==> config.mk <==
export PLATFORM = sky130hd
export DESIGN_NAME = hilo_sequencer
export DESIGN_NICKNAME = d
export VERILOG_FILES = /design/src/rtl/hilo_sequencer.sv
export SDC_FILE = /design/constraint.sdc
export NUM_CORES = 1
export LEC_CHECK = 0
export CAP_MARGIN = 20
export CORE_AREA = 2 2 156 158
export DETAILED_ROUTE_END_ITERATION = 10
export DIE_AREA = 0 0 158 160
export MAX_ROUTING_LAYER = met4
export PLACE_DENSITY = 0.71
export SETUP_SLACK_MARGIN = 0.15
export SLEW_MARGIN = 30
export SYNTH_ARGS = -nofsm -noshare
export SYNTH_HDL_FRONTEND = slang
export SYNTH_SLANG_ARGS = --single-unit
export TNS_END_PERCENT = 5
==> constraint.sdc <==
create_clock -name clk -period 5.9 [get_ports clk]
set_input_delay 0.59 -clock clk [delete_from_list [all_inputs] [get_ports clk]]
set_output_delay 0.59 -clock clk [all_outputs]
set_load 0.03 [all_outputs]
==> src/rtl/hilo_sequencer.sv <==
// Hi/Lo sequencer: accepts one MULT/MULTU/DIV/DIVU/MTHI/MTLO, drives the multiplier/divider, then writes Hi/Lo.
// Optional HILO_DIVZERO_TRAP_EN: a zero divisor skips the divider and reports err=10.
module hilo_sequencer #(
  parameter int DIV_TIMEOUT = 40
) (
  input  logic        clk,
  input  logic        reset,
  input  logic        req_valid,
  input  logic [2:0]  req_op,
  input  logic [31:0] req_rs,
  input  logic [31:0] req_rt,
  output logic        req_ready,
  output logic        busy,
  output logic        done,
  output logic [1:0]  err,
  output logic        div_start,
  output logic        div_signed,
  output logic [31:0] div_dividend,
  output logic [31:0] div_divisor,
  input  logic [31:0] div_q,
  input  logic [31:0] div_r,
  input  logic        div_done,
  output logic        mult_signed,
  output logic [31:0] mult_a,
  output logic [31:0] mult_b,
  input  logic [31:0] mult_hi,
  input  logic [31:0] mult_lo,
  output logic        hi_we,
  output logic        lo_we,
  output logic [31:0] hi_wdata,
  output logic [31:0] lo_wdata
);
  localparam logic [2:0] OP_MULT = 3'd0, OP_MULTU = 3'd1, OP_DIV = 3'd2,
                         OP_DIVU = 3'd3, OP_MTHI  = 3'd4, OP_MTLO = 3'd5;
  localparam logic [7:0] TO_LAST = 8'(DIV_TIMEOUT - 1);

  typedef enum logic [2:0] {S_IDLE, S_MUL, S_DSTART, S_DWAIT, S_WB} state_t;

  state_t      r_state;
  logic [2:0]  r_op;
  logic [31:0] r_a, r_b, r_hi, r_lo;
  logic        r_wr_hi, r_wr_lo, r_ready, r_busy, r_done, r_div_start;
  logic [1:0]  r_err;
  logic [7:0]  r_cnt;

  always_ff @(posedge clk or posedge reset) begin
    if (reset) begin
      r_state     <= S_IDLE;
      r_op        <= 3'd0;
      r_a         <= 32'd0;
      r_b         <= 32'd0;
      r_hi        <= 32'd0;
      r_lo        <= 32'd0;
      r_wr_hi     <= 1'b0;
      r_wr_lo     <= 1'b0;
      r_err       <= 2'b00;
      r_cnt       <= 8'd0;
      r_ready     <= 1'b1;
      r_busy      <= 1'b0;
      r_done      <= 1'b0;
      r_div_start <= 1'b0;
    end else begin
      r_done      <= 1'b0;
      r_div_start <= 1'b0;
      case (r_state)
        S_IDLE: if (req_valid) begin
          r_op    <= req_op;
          r_a     <= req_rs;
          r_b     <= req_rt;
          r_ready <= 1'b0;
          r_busy  <= 1'b1;
          case (req_op)
            OP_MTHI: begin
              r_hi <= req_rs; r_wr_hi <= 1'b1; r_done <= 1'b1; r_state <= S_WB;
            end
            OP_MTLO: begin
              r_lo <= req_rs; r_wr_lo <= 1'b1; r_done <= 1'b1; r_state <= S_WB;
            end
            OP_MULT, OP_MULTU: r_state <= S_MUL;
            OP_DIV, OP_DIVU: begin
`ifdef HILO_DIVZERO_TRAP_EN
              if (req_rt == 32'd0) begin
                r_err <= 2'b10; r_done <= 1'b1; r_state <= S_WB;
              end else begin
                r_div_start <= 1'b1; r_state <= S_DSTART;
              end
`else
              r_div_start <= 1'b1;
              r_state     <= S_DSTART;
`endif
            end
            default: begin
              r_done <= 1'b1; r_state <= S_WB;
            end
          endcase
        end
        S_MUL: begin
          r_hi    <= mult_hi;
          r_lo    <= mult_lo;
          r_wr_hi <= 1'b1;
          r_wr_lo <= 1'b1;
          r_done  <= 1'b1;
          r_state <= S_WB;
        end
        S_DSTART: begin
          r_cnt   <= 8'd0;
          r_state <= S_DWAIT;
        end
        S_DWAIT: begin
          // completion beats the watchdog when both land in the same cycle
          if (div_done) begin
            r_hi    <= div_r;
            r_lo    <= div_q;
            r_wr_hi <= 1'b1;
            r_wr_lo <= 1'b1;
            r_done  <= 1'b1;
            r_state <= S_WB;
          end else if (r_cnt == TO_LAST) begin
            r_err[0] <= 1'b1;
            r_done   <= 1'b1;
            r_state  <= S_WB;
          end else begin
            r_cnt <= r_cnt + 8'd1;
          end
        end
        S_WB: begin
          r_wr_hi <= 1'b0;
          r_wr_lo <= 1'b0;
          r_err   <= 2'b00;
          r_ready <= 1'b1;
          r_busy  <= 1'b0;
          r_state <= S_IDLE;
        end
        default: r_state <= S_IDLE;
      endcase
    end
  end

  // write flags are only ever set on entry to WB, so they double as the enables
  assign req_ready    = r_ready;
  assign busy         = r_busy;
  assign done         = r_done;
  assign err          = r_err;
  assign div_start    = r_div_start;
  assign div_signed   = r_busy & (r_op == OP_DIV);
  assign mult_signed  = r_busy & (r_op == OP_MULT);
  assign div_dividend = r_a;
  assign div_divisor  = r_b;
  assign mult_a       = r_a;
  assign mult_b       = r_b;
  assign hi_we        = r_wr_hi;
  assign lo_we        = r_wr_lo;
  assign hi_wdata     = r_hi;
  assign lo_wdata     = r_lo;
endmodule

After elaboration in Yosys (flattened, before gate mapping)
Cells that the tools add are included.

Logic and storage cells: 94. Register bits after elaboration: 149. Input bits: 199.

Equality and inequality tests: 19. Multiplexer cells: 38. Reductions and logical operators: 20. Bitwise gates (word level): 2. $add $sub $neg: 1.

Operator list (number): 2-to-1 mux 32 bit (6); one-hot mux 32 bit (3 select lines) (2); 2-to-1 mux 1 bit (16); 2-to-1 mux 8 bit (2); one-hot mux 8 bit (2 select lines) (1); AND reduction 4 bit (4); equality test 3 x 2 -> 1 bit (second input constant) (5); one-hot mux 3 bit (4 select lines) (1); != test 2 bit (second input constant) (5); equality test 3 bit (second input constant) (3); zero test 3 bit (3); 2-to-1 mux 3 bit (3); adder 8 x 1 -> 8 bit (second input constant) (1); equality test 8 x 6 -> 1 bit (second input constant) (1); one-hot mux 1 bit (4 select lines) (2); equality test 3 x 1 -> 1 bit (second input constant) (2); one-hot mux 1 bit (2 select lines) (3); one-hot mux 3 bit (2 select lines) (1); AND reduction 2 bit (3); AND reduction 3 bit (2); nonzero test 2 bit (3); != test 2 x 1 -> 1 bit (second input constant) (2); nonzero test 4 bit (1); OR reduction 2 bit (2); other kinds (5) (6).

Depth between registers and ports, before layout
Depth after elaboration: 5. Depth in mapped cells: 8. Depth with buffers taken out: 5.

Least setup slack after synthesis
OpenSTA, ideal clock, no wires.

Kind: register to output. Start: register r_busy, in the netlist busy. End: output port mult_signed. Setup slack: 3.729 ns. Buffers on the path: 0. Data arrival time: 1.581 ns. Data required time: 5.310 ns. Cell stages (with the launch flop): 2. Cells stage by stage: dfrtp_1 nor4b_1.

Cells in the longest elaborated chain, start to end: 1.

Ends and longest elaborated chain: start: declaration (RTL line 42) `logic r_wr_hi, r_wr_lo, r_ready, r_busy, r_done, r_div_start;`; start signal: assignment (RTL line 59) `r_busy <= 1'b0;`; start signal: assignment (RTL line 71) `r_busy <= 1'b1;`; start signal: assignment (RTL line 131) `r_busy <= 1'b0;`; AND 1 bit (RTL line 146) `assign mult_signed = r_busy & (r_op == OP_MULT);`; end: declaration (RTL line 23) `output logic mult_signed,`.

No other way between the ends.

Worst setup path in the final report
Start: register r_state[0]. End: register r_cnt[2].

Cells in the longest elaborated chain, start to end: 3. Elaborated cells between the ends (all ways): 7. Those cells by class: eq/ne: 4; mux: 1; reduce/logical: 2.

Ends and longest elaborated chain: start: declaration (RTL line 39) `state_t r_state;`; start signal: assignment (RTL line 48) `r_state <= S_IDLE;`; start signal: assignment (RTL line 74) `r_hi <= req_rs; r_wr_hi <= 1'b1; r_done <= 1'b1; r_state <= S_WB;`; start signal: assignment (RTL line 77) `r_lo <= req_rs; r_wr_lo <= 1'b1; r_done <= 1'b1; r_state <= S_WB;`; equality test 3 x 2 -> 1 bit (RTL line 65) `case (r_state)`; != test 2 bit (no source line) or nonzero test 2 bit (tied branches); AND reduction 3 bit (no source line); end signal: assignment (RTL line 123) `r_cnt <= r_cnt + 8'd1;`; end: declaration (RTL line 44) `logic [7:0] r_cnt;`.

Several ways; a longest one is shown, not always the timed one. A chain may end at the register's enable or synchronous reset.

==> qor.csv <==
metric,value,unit
status,completed,
# DRC,0,
Final ANT Viol Nets,0,
total track usage,18.15,%
most frequent cells in the layout,"clkdlybuf4s50_1, dfrtp_1, mux2i_1",
fin nets,1240,
Critical-path top delay cell,buf_4,
clock tree sinks,149,
Highest Clock Rate,0.4031,GHz
DRT iter0 DRCs,299,
RSZ-0062 raised after global routing,false,
CTS buffer count,17,
async set-reset flop share out of synthesis,100.0,%
Final Worst Setup Slack,3.419,ns
CP dominant cell by count,buf_4,
I/O pin count,401,
fin cells,1377,
grt ovf,0,
YS warnings,0,
Setup crit end kind,flip-flop,
Fin Clk Skew,0.01676,ns
worst-path fanout max,88,
Seq pwr share,25.9,%
setup TNS,0,ns
placed cells,1345,
Core Area,23820,µm²
Post-DP HPWL,16860,µm
die area,25280,µm²
Hold Buf Count CTS,0,
clock share of power,13.7,%
"Cell Chain, Critical Path",nor2b_4 -> buf_4 -> buf_4 -> nand2_1 -> nor3b_1 -> a22o_1,
Root Driver,clkbuf_16,
"commonest non-fill, non-tap cell in the layout",clkdlybuf4s50_1,
Pwr Total,7495,µW
Worst Path Arrival,2.83,ns
net count after synthesis,920,
Synth Register Bits,149,
Pre-Repair DR Iteration Count,4,
max cap viols,0,
Cells after Synth,720,
die height,160,µm
vias,6221,
setup bufs post-CTS,0,
fillers,2203,
syn avg cell area,10.76,µm²
worst skew pair latency,0.42,ns
Worst Setup Start Kind,flip-flop,
GP Congestion,0.7879,
Bufs on Longest Clock Path,2,
DRT Wirelength,22770,µm
number of synthesized flops with an enable pin,0,
worst vdd ir,346.1,µV
"Largest stage delay, worst path",0.66,ns
area of the multi-input gates,3083,µm²
Post-CTS Resized,0,
Vias per Instance,4.518,
CP required,6.25,ns
"CTS clk-pin slew, worst paths",0.07,ns
"Hold Violations, Final",0,
ys flop type,dfrtp_1,
Setup Slack @ Placement,3.251,ns
Site Rows,57,
# setup viols final,0,
Synth area leader,dfrtp_1,
top cell type's share of synthesized area,47.80,%
Sw Ratio,45.84,%
crit share post-route,42.05,%
min Tclk post-route,2.481,ns
Combinational Power Share,60.3,%
sequential share of the synthesized area,48.14,%
switching pwr,3436,µW
H-tree lvl count,4,
synthesized area,7747,µm²
Chip Width,158,µm
Internal Power,4059,µW
Setup CP Type,reg2reg,
Starting Density,32.52,%
Max Slew Vio Count,0,
TritonCTS clock tree,built,
Port Buf Inserts,399,
initial antenna violation count,0,
share of cells above drive strength 1,11.02,%
Seq. cell area,3734,µm²
worst slew pin tran,0.8767,ns
Yosys cell types,40,
largest net degree at the start of global routing,103,
Layout Utilization,50.77,%
vias in the first global route,6389,
slew margin rel.,40.79,%
worst min path class,reg2reg,
PwrDens,619.8,nW/µm²
Diodes inserted,0,
Leakage Power,0.005235,µW
Area growth syn-to-layout,56.09,%
first-pass GRT wire length,34540,µm
post-DR wirelength/cell,16.54,µm
synth top area cells,"dfrtp_1, mux2i_1, mux2_2, buf_4, o21ai_0",
cells by family (layout without fill, tap and decap cells):
logic type	count (synthesis)	after routing	synth area share (%)
xor gates and xnor gates	4	4	0.4523
adders and majority gates	1	1	0.1615
buffers and inverters	174	507	12.31
muxes	196	196	26.42
and+or+nand+nor	109	109	6.428
DFF	149	149	48.14
AOI/OAI and AO/OA	86	86	6.040
other	1	1	0.04840
sequential cells by signal, summed over array words and instances, names as in the netlist, 3 cells and up:
| register | cells |
|---|---|
| r_state | 3 |
| lo_wdata | 32 |
| hi_wdata | 32 |
| r_op | 3 |
| r_cnt | 8 |
| div_divisor | 32 |
| div_dividend | 32 |
metal layers:
metal / track usage, % / share of wire [%] / up-vias
li1: - / - / 2988
met1: 21.99 / 42 / 2996
met2: 30.67 / 51 / 217
met3: 3.419 / 5.8 / 20
met4: 5.324 / 1.6 / 0
met5: - / 0 / -
cell usage after synthesis (all sizes together) (4+ instances only):
cell type	instances
o21ai	65
buf	92
dfrtp	148
a21oi	10
nor2b	4
mux2	68
nor2	8
inv	69
mux2i	128
nand2	74
and3	4
clkbuf	13
power by group through the flow:
stage | logic (µW) | registers, µW | clock network [µW]
floorplan | 2150 | 2750 | 0
global placement | 4510 | 1950 | 0
detailed placement | 4570 | 1960 | 0
CTS | 4580 | 1950 | 1050
global route | 4770 | 2010 | 1110
finish | 4520 | 1940 | 1030
final timing paths:
check / startpoint / endpoint / slack, ns / cells after the start
setup / recovery: r_state[0] / r_cnt[2] / 3.42 / 6
hold / removal: req_ready / req_ready / 0.47 / 2
setup reg to reg: r_state[0] / r_cnt[2] / 3.42 / 6
hold reg to reg: req_ready / req_ready / 0.47 / 2
max in group asynchronous: reset / lo_wdata[22] / 4.11 / 3
min in group asynchronous: reset / div_divisor[30] / 0.69 / 2
final cells by class:
| cell class | count | area share [%] |
|---|---|---|
| Timing Repair Buffer | 406 | 33.56 |
| Multi-Input combinational cell | 397 | 25.49 |
| Clock inverter | 14 | 0.9622 |
| Sequential cell | 149 | 30.87 |
| Clock buffer | 18 | 3.549 |
| Tap cell | 324 | 3.352 |
| Inverter | 69 | 2.204 |
worst max-delay path, delay by kind of cell, from the launching register on:
kind,cells,cell delay (ns)
AND/OR/NAND/NOR,3,0.63
flip-flops,1,0.52
buffers and inverters,2,1.02
AO/OA/AOI/OAI,1,0.15
per-stage QoR:
stage	area, µm²	hold WS [ns]
6_report	12090	0.4711
5_1_grt	12090	0.5052
4_1_cts	12090	0.4756
3_5_place_dp	11540	0.4617
3_3_place_gp	11520	0.4522
2_1_floorplan	7747	0.4956
Note: power is estimated with default switching activity, not from simulation.
